--- config.mk ---
export PLATFORM = sky130hd
export DESIGN_NAME = chunked_adder
export DESIGN_NICKNAME = d
export VERILOG_FILES = /design/src/rtl/chunked_adder.sv
export SDC_FILE = /design/constraint.sdc
export NUM_CORES = 1
export LEC_CHECK = 0
export ABC_AREA = 0
export CORE_MARGIN = 2
export CORE_UTILIZATION = 55
export DETAILED_ROUTE_END_ITERATION = 10
export GPL_TIMING_DRIVEN = 0
export PLACE_DENSITY = 0.83
export SYNTH_ARGS = -nofsm -noshare
export SYNTH_HDL_FRONTEND = slang
export SYNTH_SLANG_ARGS = --single-unit
--- constraint.sdc ---
create_clock -name clk -period 3.62 [get_ports clk]
set_input_delay 1.086 -clock clk [delete_from_list [all_inputs] [get_ports clk]]
set_output_delay 1.086 -clock clk [all_outputs]
set_load 0.01 [all_outputs]
--- src/rtl/chunked_adder.sv ---
// Multi-cycle adder: A + B + cin, CHUNK bits per clock, with the inter-chunk carry held in a register.
// Valid/ready handshakes on both sides; the result is held in DONE until the consumer takes it.
module chunked_adder #(
  parameter int WIDTH = 16,
  parameter int CHUNK = 4
) (
  input  logic             clk,
  input  logic             rst_n,
  input  logic             in_valid,
  output logic             in_ready,
  input  logic [WIDTH-1:0] A,
  input  logic [WIDTH-1:0] B,
  input  logic             cin,
  output logic             out_valid,
  input  logic             out_ready,
  output logic [WIDTH-1:0] sum,
  output logic             carry,
  output logic             overflow,
  output logic             busy
);

  localparam int NCHUNK = WIDTH / CHUNK;
  localparam int CNTW   = (NCHUNK > 1) ? $clog2(NCHUNK) : 1;
  localparam logic [CNTW-1:0] LAST = CNTW'(NCHUNK - 1);

  typedef enum logic [1:0] {IDLE, RUN, DONE} state_t;

  state_t state, next_state;

  logic [WIDTH-1:0] a_sh;
  logic [WIDTH-1:0] b_sh;
  logic [WIDTH-1:0] sum_sh;
  logic             carry_reg;
  logic [CNTW-1:0]  cnt;
  logic             msb_a;
  logic             msb_b;

  logic [WIDTH-1:0] sum_q;
  logic             carry_q;
  logic             ovf_q;

  logic [CHUNK:0]   chunk_res;
  logic [WIDTH-1:0] sum_next;

  assign chunk_res = {1'b0, a_sh[CHUNK-1:0]} + {1'b0, b_sh[CHUNK-1:0]}
                   + {{CHUNK{1'b0}}, carry_reg};

  // New chunk enters at the top; after NCHUNK steps the first chunk has reached bit 0.
  assign sum_next = (sum_sh >> CHUNK) | (WIDTH'(chunk_res[CHUNK-1:0]) << (WIDTH - CHUNK));

  assign sum      = sum_q;
  assign carry    = carry_q;
  assign overflow = ovf_q;

  always_ff @(posedge clk or negedge rst_n) begin
    if (!rst_n) begin
      state <= IDLE;
    end else begin
      state <= next_state;
    end
  end

  always_comb begin
    next_state = state;
    in_ready   = 1'b0;
    out_valid  = 1'b0;
    busy       = 1'b0;
    case (state)
      IDLE: begin
        in_ready = 1'b1;
        if (in_valid) begin
          next_state = RUN;
        end
      end
      RUN: begin
        busy = 1'b1;
        if (cnt == LAST) begin
          next_state = DONE;
        end
      end
      DONE: begin
        busy      = 1'b1;
        out_valid = 1'b1;
        if (out_ready) begin
          next_state = IDLE;
        end
      end
      default: begin
        next_state = IDLE;
      end
    endcase
  end

  // Result registers only change on the final chunk, so they hold through DONE and afterwards.
  always_ff @(posedge clk or negedge rst_n) begin
    if (!rst_n) begin
      a_sh      <= '0;
      b_sh      <= '0;
      sum_sh    <= '0;
      carry_reg <= 1'b0;
      cnt       <= '0;
      msb_a     <= 1'b0;
      msb_b     <= 1'b0;
      sum_q     <= '0;
      carry_q   <= 1'b0;
      ovf_q     <= 1'b0;
    end else begin
      case (state)
        IDLE: begin
          if (in_valid) begin
            a_sh      <= A;
            b_sh      <= B;
            carry_reg <= cin;
            msb_a     <= A[WIDTH-1];
            msb_b     <= B[WIDTH-1];
            cnt       <= '0;
          end
        end
        RUN: begin
          a_sh      <= a_sh >> CHUNK;
          b_sh      <= b_sh >> CHUNK;
          sum_sh    <= sum_next;
          carry_reg <= chunk_res[CHUNK];
          cnt       <= cnt + 1'b1;
          if (cnt == LAST) begin
            sum_q   <= sum_next;
            carry_q <= chunk_res[CHUNK];
            ovf_q   <= (msb_a == msb_b) && (sum_next[WIDTH-1] != msb_a);
          end
        end
        default: begin
        end
      endcase
    end
  end

endmodule

==> flow_metrics.tcl <==
set metrics [dict create \
    clock_path_buffers 2 \
    startpoint_type "flop" \
    crit_type "flop to primary output" \
    post-cts-setup-buffers 0 \
    wl_per_cell_um 14.5 \
    hold_path_class "flop to flop" \
    pre_cts_slack_ns 1.17 \
    antenna_found_initial 0 \
    yosysSeqAreaShare_pct 54.6 \
    holdBufCountCts 0 \
    fin_crit_sh_pct 75.8 \
    first_global_vias 2226 \
    cts_root_buf "clkbuf_8" \
    diodes 0 \
    start_util_pct 57.0 \
    synth_edf_count 0 \
    dr.pass1.iters 4 \
    cp.required_ns 2.53 \
    wirelength_um 6080 \
    drive_gt1_share_pct 13.0 \
    rows 27 \
    arrival_ns 1.66 \
    core_sq_mm 0.00554 \
    grt_max_degree 70 \
    io_pins 58 \
    gp_congestion 0.777 \
    synthFlopType "dfrtp_1" \
    drtIter0Drc 83 \
    drc 0 \
    die_x_um 79.8 \
    syn_inst 273 \
    setup_viol 0 \
    ant_nets 0 \
    timing.fmax_mhz 364 \
    vias_per_cell 5.32 \
    io_buffers 57 \
    hold_slack_ns 0.476 \
    worst_pin_slew_ns 0.838 \
    num_vias 2222 \
    clk_latency_ns 0.34 \
    yosysWarnings 0 \
    syn_nets 320 \
    maxSlewViolCount 0 \
    fin_cells 418 \
    hold_viol_final 0 \
    tritoncts.num_buffers 9 \
    leakage_nw 1.81 \
    dieHeight_um 79.8 \
    powerDensity_mw_per_mm2 882 \
    rsz0062_at_grt "no" \
    syn-cell-area_sq_mm 0.00316 \
    grt_pass1_wl_um 10200 \
    grt_remaining_overflow 0 \
    final_cell_mix "dfrtp_1, clkdlybuf4s50_1, nand2_1, o21ai_1, mux2i_1" \
    layout_commonest_cell "dfrtp_1" \
    clock_skew_ns 0.0112 \
    dieArea_sq_mm 0.00637 \
    cts_tree "yes" \
    syn_area_per_cell_sq_um 11.6 \
    worst_slew_margin_rel_pct 44.1 \
    ir_worst_vdd_uv 437 \
    synthToLayoutAreaGrowth_pct 26.9 \
    nets 388 \
    path_clk_slew_ns 0.08 \
    fin_ws_ns 0.876 \
    track_usage_pct 21.2 \
    dp_hpwl_um 4410 \
    post-route-util_pct 72.4 \
    ctsHtreeMaxLevel 3 \
    clkSinkCount 69 \
    total_power_mw 3.54 \
    final.min_clock_period_ns 2.74 \
    status "finished clean" \
    ys_types 36 \
    path_max_fanout 4 \
    place_inst 402 \
    drv_cap 0 \
    synthArstFlopShare_pct 100 \
    worst_setup_path_end_kind "primary output" \
    ys_ff_latch 69 \
    ctsResizeCount 0 \
]
-- cells in the mapped netlist, types with 3 or more instances --
cell	number	area, sq um
nand2_1	40	150
mux2i_1	24	240
mux2_1	14	158
mux2_4	8	120
dfrtp_1	69	1730
o21ai_1	39	195
inv_1	11	41.3
ha_1	8	100
mux2_2	3	33.8
a21oi_1	5	25.0
nor2b_1	7	43.8
buf_2	12	60.1
-- power breakdown --
part | switching (mW) | internal [mW] | leakage [nW]
clock network | 0.271 | 0.332 | 0.103
logic | 0.803 | 0.778 | 0.837
registers | 0.221 | 1.13 | 0.874
-- worst max-delay path, cell delays in order (launching register included) --
cell	delay (ns)
dfrtp_1	0.41
inv_1	0.12
ha_1	0.23
clkdlybuf4s50_1	0.56
-- final timing paths --
kind / start / to / slack, ns / cells after the start
hold reg to reg: sum_sh[5]$_DFFE_PN0N_ / sum_sh[5]$_DFFE_PN0N_ / 0.48 / 1
min in group asynchronous: rst_n / sum_sh[8]$_DFFE_PN0N_ / 0.85 / 1
max in group asynchronous: rst_n / sum[5]$_DFFE_PN0P_ / 2.23 / 1
setup / recovery: state[0]$_DFFE_PN0P_ / in_ready / 0.88 / 3
hold / removal: sum_sh[5]$_DFFE_PN0N_ / sum_sh[5]$_DFFE_PN0N_ / 0.48 / 1
setup reg to reg: a_sh[0]$_DFFE_PN0P_ / carry_reg$_DFFE_PN0P_ / 1.76 / 7
-- layout make-up --
type	instances	area, sq um
Sequential cell	69	1730
Fill cell	406	1530
Multi-Input combinational cell	176	1290
Timing Repair Buffer	57	568
Clock buffer	11	141
Buffer	16	93.8
Tap cell	72	90.1
Clock inverter	5	50.0
Inverter	12	45.0
-- through the flow --
step | setup TNS [ns] | instance area [sq um]
after floorplan | 0 | 3160
after global placement | -56.34 | 3820
after detailed placement | 0 | 3820
after CTS | 0 | 4010
after global routing | 0 | 4010
final | 0 | 4010
-- kinds of logic (layout without fill, tap and decap cells) --
group           after synthesis  after routing  synth area share, %
buf+inv                      28            101                 4.39
compound gates               58             58                 10.5
simple gates                 57             57                 8.04
mux                          49             49                 17.5
flops                        69             69                 54.6
fa+ha+maj                    10             10                 4.43
xor+xnor                      2              2                0.554
-- layer usage --
metal	global-route usage, %	share of wire [%]	up-vias
li1	-	-	1075
met1	27.0	45	1079
met2	35.4	50	59
met3	4.19	3.7	9
met4	8.98	1.5	0
met5	0	0	-
Power figures use the tool's default switching activity.
